`config.mk`:
```
export PLATFORM = sky130hd
export DESIGN_NAME = pe_dual_mode
export DESIGN_NICKNAME = d
export VERILOG_FILES = /design/src/rtl/pe_pkg.sv /design/src/rtl/pe_dual_mode_weight_buf.sv /design/src/rtl/pe_dual_mode.sv
export SDC_FILE = /design/constraint.sdc
export NUM_CORES = 1
export LEC_CHECK = 0
export ABC_AREA = 1
export CORE_MARGIN = 2
export CORE_UTILIZATION = 56
export DETAILED_ROUTE_END_ITERATION = 10
export PLACE_DENSITY_LB_ADDON = 0.1
export SYNTH_ARGS = -nofsm -noshare
export SYNTH_HDL_FRONTEND = slang
export SYNTH_SLANG_ARGS = --single-unit
```
`constraint.sdc`:
```
create_clock -name clk -period 5.66 [get_ports clk]
set_input_delay 1.415 -clock clk [delete_from_list [all_inputs] [get_ports clk]]
set_output_delay 1.415 -clock clk [all_outputs]
set_load 0.02 [all_outputs]
```
`src/rtl/pe_pkg.sv`:
```
// Shared types, default widths and the saturating adder for the dual-mode PE.
package pe_pkg;

  localparam int DATA_WIDTH_DEF = 8;
  localparam int ACC_WIDTH_DEF  = 32;
  localparam int SATURATE_DEF   = 1;

  // The adder works on a fixed 64-bit carrier, so ACC_WIDTH may be at most 62.
  // That keeps the exact ACC_WIDTH+1 bit sum free of overflow.
  localparam int SAT_CARRIER_W = 64;

  typedef enum logic {
    PE_MODE_WS = 1'b0,
    PE_MODE_OS = 1'b1
  } pe_mode_e;

  typedef struct packed {
    logic signed [SAT_CARRIER_W-1:0] sum;
    logic                            clamped;
  } sat_res_t;

  // Exact signed add, then optionally clamp to the signed range of 'width' bits.
  // With saturate=0 the caller truncates to 'width' bits, which gives a wrap.
  function automatic sat_res_t sat_add(input logic signed [SAT_CARRIER_W-1:0] a,
                                       input logic signed [SAT_CARRIER_W-1:0] b,
                                       input int                              width,
                                       input logic                            saturate);
    sat_res_t                        r;
    logic signed [SAT_CARRIER_W-1:0] s;
    logic signed [SAT_CARRIER_W-1:0] hi;
    logic signed [SAT_CARRIER_W-1:0] lo;
    s         = a + b;
    hi        = (64'sd1 <<< (width - 1)) - 64'sd1;
    lo        = ~hi;
    r.sum     = s;
    r.clamped = 1'b0;
    if (saturate && (s > hi)) begin
      r.sum     = hi;
      r.clamped = 1'b1;
    end else if (saturate && (s < lo)) begin
      r.sum     = lo;
      r.clamped = 1'b1;
    end
    return r;
  endfunction

endpackage

```
`src/rtl/pe_dual_mode_weight_buf.sv`:
```
// Double-buffered stationary weight.
// The shadow register loads from the north chain while the active weight feeds the MAC.
module pe_weight_buf
  import pe_pkg::*;
#(
  parameter int DATA_WIDTH = DATA_WIDTH_DEF
) (
  input  logic                         clk,
  input  logic                         rst_n,
  input  logic                         weight_ld,
  input  logic                         weight_swap,
  input  logic signed [DATA_WIDTH-1:0] weight_in,
  output logic signed [DATA_WIDTH-1:0] active_o
);

  logic signed [DATA_WIDTH-1:0] shadow_q, shadow_d;
  logic signed [DATA_WIDTH-1:0] active_q, active_d;

  // Next state: a swap reads the old shadow, so ld+swap in one cycle moves the old value.
  always_comb begin
    shadow_d = shadow_q;
    active_d = active_q;
    if (weight_swap) active_d = shadow_q;
    if (weight_ld)   shadow_d = weight_in;
  end

  // Weight registers, cleared asynchronously.
  always_ff @(posedge clk or negedge rst_n) begin
    if (!rst_n) begin
      shadow_q <= '0;
      active_q <= '0;
    end else begin
      shadow_q <= shadow_d;
      active_q <= active_d;
    end
  end

  assign active_o = active_q;

endmodule

```
`src/rtl/pe_dual_mode.sv`:
```
// Dual-dataflow systolic processing element.
// WS mode cascades partial sums south.
// OS mode keeps a local accumulator and drains it through the acc_out shift chain.
module pe_dual_mode
  import pe_pkg::*;
#(
  parameter int DATA_WIDTH = DATA_WIDTH_DEF,
  parameter int ACC_WIDTH  = ACC_WIDTH_DEF,
  parameter int SATURATE   = SATURATE_DEF
) (
  input  logic                  clk,
  input  logic                  rst_n,
  input  logic                  en,
  input  logic                  mode,
  input  logic [DATA_WIDTH-1:0] data_in,
  input  logic                  data_valid_in,
  output logic [DATA_WIDTH-1:0] data_out,
  output logic                  data_valid_out,
  input  logic [DATA_WIDTH-1:0] weight_in,
  output logic [DATA_WIDTH-1:0] weight_out,
  input  logic                  weight_ld,
  input  logic                  weight_swap,
  input  logic [ACC_WIDTH-1:0]  acc_in,
  output logic [ACC_WIDTH-1:0]  acc_out,
  input  logic                  acc_clr,
  input  logic                  acc_ld,
  input  logic                  acc_shift,
  output logic                  sat_flag
);

  pe_mode_e mode_e;
  assign mode_e = pe_mode_e'(mode);

  logic signed [DATA_WIDTH-1:0] active_w;

  pe_weight_buf #(.DATA_WIDTH(DATA_WIDTH)) u_weight_buf (
    .clk         (clk),
    .rst_n       (rst_n),
    .weight_ld   (weight_ld),
    .weight_swap (weight_swap),
    .weight_in   ($signed(weight_in)),
    .active_o    (active_w)
  );

  // Full-precision products: WS uses the stationary weight, OS uses the streamed weight.
  logic signed [2*DATA_WIDTH-1:0] prod_ws, prod_os;
  assign prod_ws = $signed(data_in) * active_w;
  assign prod_os = $signed(data_in) * $signed(weight_in);

  logic [DATA_WIDTH-1:0] data_out_q, data_out_d;
  logic                  data_valid_q, data_valid_d;
  logic [DATA_WIDTH-1:0] weight_out_q, weight_out_d;
  logic [ACC_WIDTH-1:0]  acc_out_q, acc_out_d;
  logic [ACC_WIDTH-1:0]  acc_r_q, acc_r_d;
  logic                  sat_q, sat_d;

  sat_res_t ws_res, os_res;

  // Candidate sums for both dataflows, computed on the wide carrier.
  always_comb begin
    ws_res = sat_add(64'($signed(acc_in)), 64'(prod_ws), ACC_WIDTH, SATURATE != 0);
    os_res = sat_add(64'($signed(acc_r_q)), 64'(prod_os), ACC_WIDTH, SATURATE != 0);
  end

  // Only the low ACC_WIDTH bits of a sum are kept.
  logic unused_hi;
  assign unused_hi = ^{ws_res.sum[SAT_CARRIER_W-1:ACC_WIDTH],
                       os_res.sum[SAT_CARRIER_W-1:ACC_WIDTH]};

  // Next state for forwarding, the MAC, the OS accumulator, the drain and the sticky flag.
  always_comb begin
    logic clamp_evt;
    data_out_d   = data_out_q;
    data_valid_d = data_valid_q;
    weight_out_d = weight_out_q;
    acc_out_d    = acc_out_q;
    acc_r_d      = acc_r_q;
    clamp_evt    = 1'b0;

    if (en) begin
      data_out_d   = data_in;
      data_valid_d = data_valid_in;
    end
    // The weight load chain must shift even while compute is stalled.
    if (en || weight_ld) weight_out_d = weight_in;

    if (mode_e == PE_MODE_WS) begin
      if (en) begin
        if (data_valid_in) begin
          acc_out_d = ws_res.sum[ACC_WIDTH-1:0];
          clamp_evt = ws_res.clamped;
        end else begin
          acc_out_d = acc_in;
        end
      end
    end else begin
      // The drain samples acc_r before this cycle's accumulate lands.
      if (acc_ld)         acc_out_d = acc_r_q;
      else if (acc_shift) acc_out_d = acc_in;

      if (acc_clr && en && data_valid_in) begin
        acc_r_d = ACC_WIDTH'(prod_os);
      end else if (acc_clr) begin
        acc_r_d = '0;
      end else if (en && data_valid_in) begin
        acc_r_d   = os_res.sum[ACC_WIDTH-1:0];
        clamp_evt = os_res.clamped;
      end
    end

    // acc_clr clears the flag in either mode; a clamp in the same cycle re-arms it.
    sat_d = (acc_clr ? 1'b0 : sat_q) | clamp_evt;
  end

  // Pipeline registers, cleared asynchronously.
  always_ff @(posedge clk or negedge rst_n) begin
    if (!rst_n) begin
      data_out_q   <= '0;
      data_valid_q <= 1'b0;
      weight_out_q <= '0;
      acc_out_q    <= '0;
      acc_r_q      <= '0;
      sat_q        <= 1'b0;
    end else begin
      data_out_q   <= data_out_d;
      data_valid_q <= data_valid_d;
      weight_out_q <= weight_out_d;
      acc_out_q    <= acc_out_d;
      acc_r_q      <= acc_r_d;
      sat_q        <= sat_d;
    end
  end

  assign data_out       = data_out_q;
  assign data_valid_out = data_valid_q;
  assign weight_out     = weight_out_q;
  assign acc_out        = acc_out_q;
  assign sat_flag       = sat_q;

endmodule

```
After elaboration in Yosys (flattened, before gate mapping)
Index checks and enable logic that the tools add are counted.

operators by class
  equality and inequality tests = 1
  bitwise operators = 1
  muxes and demuxes = 19
  reductions and logical operators = 8
  add/subtract/negate cells = 2
  $lt $le $gt $ge = 4
  multiply operators = 2

operators with widths
  kind                                                             count
  two-way mux 32 bit                                               8
  two-way mux 33 bit                                               4
  adder 32 x 16 -> 33 bit                                          2
  greater-than comparator 33 x 32 -> 1 bit, second input constant  2
  less-than comparator 33 x 32 -> 1 bit, second input constant     2
  multiplier 8 x 8 -> 16 bit                                       2
  two-way mux 1 bit                                                7
  AND reduction 2 bit                                              2
  logical AND 1 bit                                                3
  inequality test 3 x 1 -> 1 bit, second input constant            1
  nonzero test 3 bit                                               1
  nonzero test 2 bit                                               1
  logical OR 1 bit                                                 1
  OR 1 bit                                                         1

storage, ports and cells
  bits in registers = 98
  input bits = 58
  logic and storage cells = 45

Longest topological paths before layout
  depth after elaboration = 10
  mapped depth = 40
  depth with buffers taken out = 37

Modules after synthesis
A second synthesis with hierarchy kept.

second synthesis, totals
  cells, all modules = 2391
  area, all modules = 16585.9 µm²

by module, submodules not included
  module         area each (µm²)  cells an instance  instances
  pe_dual_mode   15975.3          2323               1
  pe_weight_buf  610.6            68                 1

Least setup slack after synthesis
No wires, ideal clock.

  kind = input to register
  start = input port data_in[7]
  end = register acc_r_q[2]
  arrival time = 7.589 ns
  setup slack = -2.002 ns
  stages = 33
  required time = 5.587 ns
  cells stage by stage = clkbuf_1 -> clkbuf_1 -> nand2_1 -> inv_1 -> fa_1 -> inv_1 -> fa_1 -> inv_1 -> fa_1 -> inv_1 -> fa_1 -> inv_1 -> ha_1 -> nand2_1 -> nor2_1 -> nand3_1 -> nand4_1 -> xnor2_1 -> ha_1 -> a21oi_1 -> o21ai_0 -> a21oi_1 -> nand2_2 -> nand2_2 -> nand2_1 -> nand2_1 -> nand2_2 -> nand2_2 -> buf_6 -> nand2_1 -> nand2_1 -> nand2_1 -> a21oi_2

between the ends
  word-level cells in the longest chain between the ends = 8
  elaborated cells on any way between the ends = 9
  classes of those cells = 1 x add/sub; 1 x mul; 2 x order compare; 5 x mux

ends and longest elaborated chain
  what                                   line                 RTL
  from (decl)                            pe_dual_mode.sv:15   input logic [DATA_WIDTH-1:0] data_in,
  multiplier 8 x 8 -> 16 bit (*)         pe_dual_mode.sv:48   assign prod_os = $signed(data_in) * $signed(weight_in);
  adder 32 x 16 -> 33 bit (*)            pe_pkg.sv:32         s = a + b;
  less-than comparator 33 x 32 -> 1 bit  pe_pkg.sv:40         end else if (saturate && (s < lo)) begin
  two-way mux 33 bit                     pe_pkg.sv:40
  two-way mux 33 bit (*)                 pe_pkg.sv:37         if (saturate && (s > hi)) begin
  two-way mux 32 bit (*)                 pe_dual_mode.sv:105  end else if (en && data_valid_in) begin
  two-way mux 32 bit (*)                 pe_dual_mode.sv:103  end else if (acc_clr) begin
  two-way mux 32 bit (*)                 pe_dual_mode.sv:101  if (acc_clr && en && data_valid_in) begin
  to (signal assigned)                   pe_dual_mode.sv:129  acc_r_q <= acc_r_d;
  to (decl)                              pe_dual_mode.sv:54   logic [ACC_WIDTH-1:0] acc_r_q, acc_r_d;

Mark *: on every way between the ends. The rest lies on a longest branch, timed or not. The select of a mux whose other input is x is not followed.
A chain may end at the register's enable or synchronous reset.

Final worst setup path
  start = input port data_in[7]
  end = register acc_r_q[20]

between the ends
  word-level cells in the longest chain between the ends = 8
  elaborated cells on any way between the ends = 9
  classes of those cells = 1 x add/sub; 1 x mul; 2 x order compare; 5 x mux

ends and longest elaborated chain
  what                                   line
  multiplier 8 x 8 -> 16 bit (*)         pe_dual_mode.sv:48
  adder 32 x 16 -> 33 bit                pe_pkg.sv:32
  less-than comparator 33 x 32 -> 1 bit  pe_pkg.sv:40
  two-way mux 33 bit                     pe_pkg.sv:40
  two-way mux 33 bit                     pe_pkg.sv:37
  two-way mux 32 bit                     pe_dual_mode.sv:105
  two-way mux 32 bit                     pe_dual_mode.sv:103
  two-way mux 32 bit (*)                 pe_dual_mode.sv:101

Marked as above.

==> flow_summary.yaml <==
final_layout:
  drive_gt1_share_pct: 26.2
  area_growth_pct: 38.2
  final_nets: 3223
  fillers: 2156
  antennaDiodeCount: 0
floorplanning:
  coreArea_um2: 29400
  io_pins: 108
  fp.dieH_um: 176
  start_util_pct: 56.5
  die_w_um: 176
  die-area_um2: 31000
  num_rows: 63
synthesis:
  synthesis.area_um2: 16600
  netlist-cell-type-count: 38
  synth_nets: 2784
  synthCells: 2395
  yosys_warnings: 0
  synth.top_cells.by_count: "695 x nand2_1, 521 x inv_1, 196 x fa_1"
  async_flop_share_pct: 100
  ys_ff_latch: 98
  seq_area_frac_synth_pct: 14.8
  synth_area_leaders: "fa_1 24%, nand2_1 16%, dfrtp_1 15%"
  synth.most_common_cell: "nand2_1"
  synth-edff-count: 0
  synthFlopType: "dfrtp_1"
  synth_top_area_share_pct: 23.6
  synth_top_area_cell: "fa_1"
  syn_avg_cell_area_um2: 6.93
route:
  ant_nets: 0
  drc: 0
  viasPerCell: 5.25
  first_iter_violations: 1233
  vias: 17000
  dr.pass1.iters: 6
  wl_per_cell_um: 16.6
  drt-total-wl_um: 53700
clocking:
  cts_hold_buf: 0
  h-tree-depth: 3
  clock_latency_ns: 0.37
  cts_buffer_depth: 2
  clkSlewWorstSetupHoldPaths_ns: 0.08
  cts_buffers: 9
  cts.sinks: 98
  cts_root_buffer: "clkbuf_16"
  cts_tree: "built"
setup_path:
  critical_path_peak_fanout: 6
  cp-start-kind: "input pin"
  critPathKind: "input pin to register"
  r2r_cells: 25
  cp.required_ns: 5.95
  rr_endpoint: "acc_out[1]$_DFFE_PN0P_"
  r2r_slack_ns: 0.07
  startpoint: "data_in[7]"
  end_kind: "register"
  cp.arrival_ns: 7.10
  slowest_delay_ns: 0.55
  slowest_stage: "fa_1"
  reg2reg_from: "u_weight_buf.active_o[0]$_DFFE_PN0P_"
sta:
  setup_ws_ns: -1.15
  hold_violations: 0
  worstMarginPinSlew_ns: 1.17
  period_minus_slack_ns: 6.81
  final.period_utilization_pct: 120
  tns_ns: -55.26
  max_freq_mhz: 147
  drv_slew: 0
  setup_violations: 65
  worst_clock_skew_ns: 0.0150
  rsz0062_at_grt: "yes"
  slew_headroom_pct: 22.1
grt:
  grt_pass1_wl_um: 84800
  grt_pass1_vias: 17000
  grt_overflow: 0
  grt_max_degree: 67
  track_usage_pct: 34.6
  antenna_found_initial: 0
run_status:
  violations: "setup timing"
  status: "complete, but fails checks"
min_path:
  hold_start: "data_out[2]$_DFFE_PN0P_"
  min_path_type: "register to register"
  hold_depth: 2
  min_to: "data_out[2]$_DFFE_PN0P_"
placement:
  dp_hpwl_um: 41100
  port-buffer-count: 107
  gp_congestion: 0.958
  dp_slack_ns: -2.13
run:
  drv_cap: 0
[cell type report]
cell class | count | area, um^2 | share of cell area (%)
Clock buffer | 9 | 225 | 0.982
Tap cell | 390 | 488 | 2.13
Sequential cell | 98 | 2450 | 10.7
Inverter | 527 | 1990 | 8.67
Timing Repair Buffer | 508 | 4570 | 19.9
Multi-Input combinational cell | 1690 | 13100 | 57.3
Clock inverter | 7 | 73.8 | 0.322
[cells in the final DEF (no fill, tap or decap), types with 13 or more instances in the layout]
cell,netlist,final
a21oi_2,15,59
clkdlybuf4s50_1,0,88
dfrtp_1,98,98
fa_1,196,193
o21bai_1,14,14
clkbuf_16,0,14
nor2_2,2,19
nand2_2,14,70
o21ai_0,72,66
a21oi_1,189,144
xnor2_1,17,16
buf_12,0,16
inv_1,521,490
xor2_1,37,35
buf_4,4,357
buf_6,10,20
nand2_1,695,626
nand3_1,59,55
nor2_1,182,155
ha_1,135,75
ha_4,0,59
inv_2,3,31
nand4_1,13,13
[what timing repair did]
action	CTS	global route
setup endpoints to repair	65	65
gates resized for setup	253	98
buffers inserted	35	20
hold endpoints to repair	0	0
pin swaps	74	42
cloned	7	5
[worst max-delay path: cells and delay by family]
family                     cells  cell delay [ns]
buffers and inverters         14             1.32
and+or+nand+nor               13             1.30
xor gates and xnor gates       1             0.13
AOI/OAI and AO/OA              2             0.31
adders and majority gates      6             2.61
[metrics by stage]
step	hold WS, ns	instances	instance area [um^2]	util, %
finish	0.481	3229	22900	78.0
detailed placement	0.460	3151	20700	70.5
global placement	0.452	3151	20700	70.5
floorplan	0.454	2395	16900	-
global route	0.514	3229	22900	78.0
CTS	0.477	3207	22300	75.9
[cells by family after synthesis]
group / count (synthesis) / share of synthesized area [%]
flops: 98 / 14.8
fa+ha+maj: 331 / 33.8
mux: 7 / 0.475
xor+xnor: 54 / 2.85
buf+inv: 607 / 14.4
simple gates: 1002 / 24.1
compound gates: 296 / 9.55
[routing by layer]
metal | part of all wire (%) | GRT usage [%]
met1 | 41 | 45.5
met5 | 0 | 0
met2 | 49 | 59.3
met3 | 6.7 | 3.70
met4 | 3.8 | 12.3
[flip-flops by register name, summed over array words and instances, names as in the netlist]
name	count
acc_out	32
acc_r_q	32
data_out	8
data_valid_out	1
sat_flag	1
u_weight_buf.active_o	8
u_weight_buf.shadow_q	8
weight_out	8
[how the worst max path moves through the flow]
stage | to | slack [ns] | cells after the start
6_report | acc_r_q[20]$_DFFE_PN0P_ | -1.15 | 36
5_1_grt | acc_r_q[22]$_DFFE_PN0P_ | -1.43 | 38
4_1_cts | acc_r_q[17]$_DFFE_PN0P_ | -1.0 | 33
3_5_place_dp | acc_r_q[29]$_DFFE_PN0P_ | -2.13 | 32
3_3_place_gp | acc_r_q[21]$_DFFE_PN0P_ | -2.04 | 30
2_1_floorplan | acc_r_q[2]$_DFFE_PN0P_ | -1.46 | 31
Power is not shown: default switching activity piles up to over one toggle a cycle in this logic, so the estimate is an artifact.
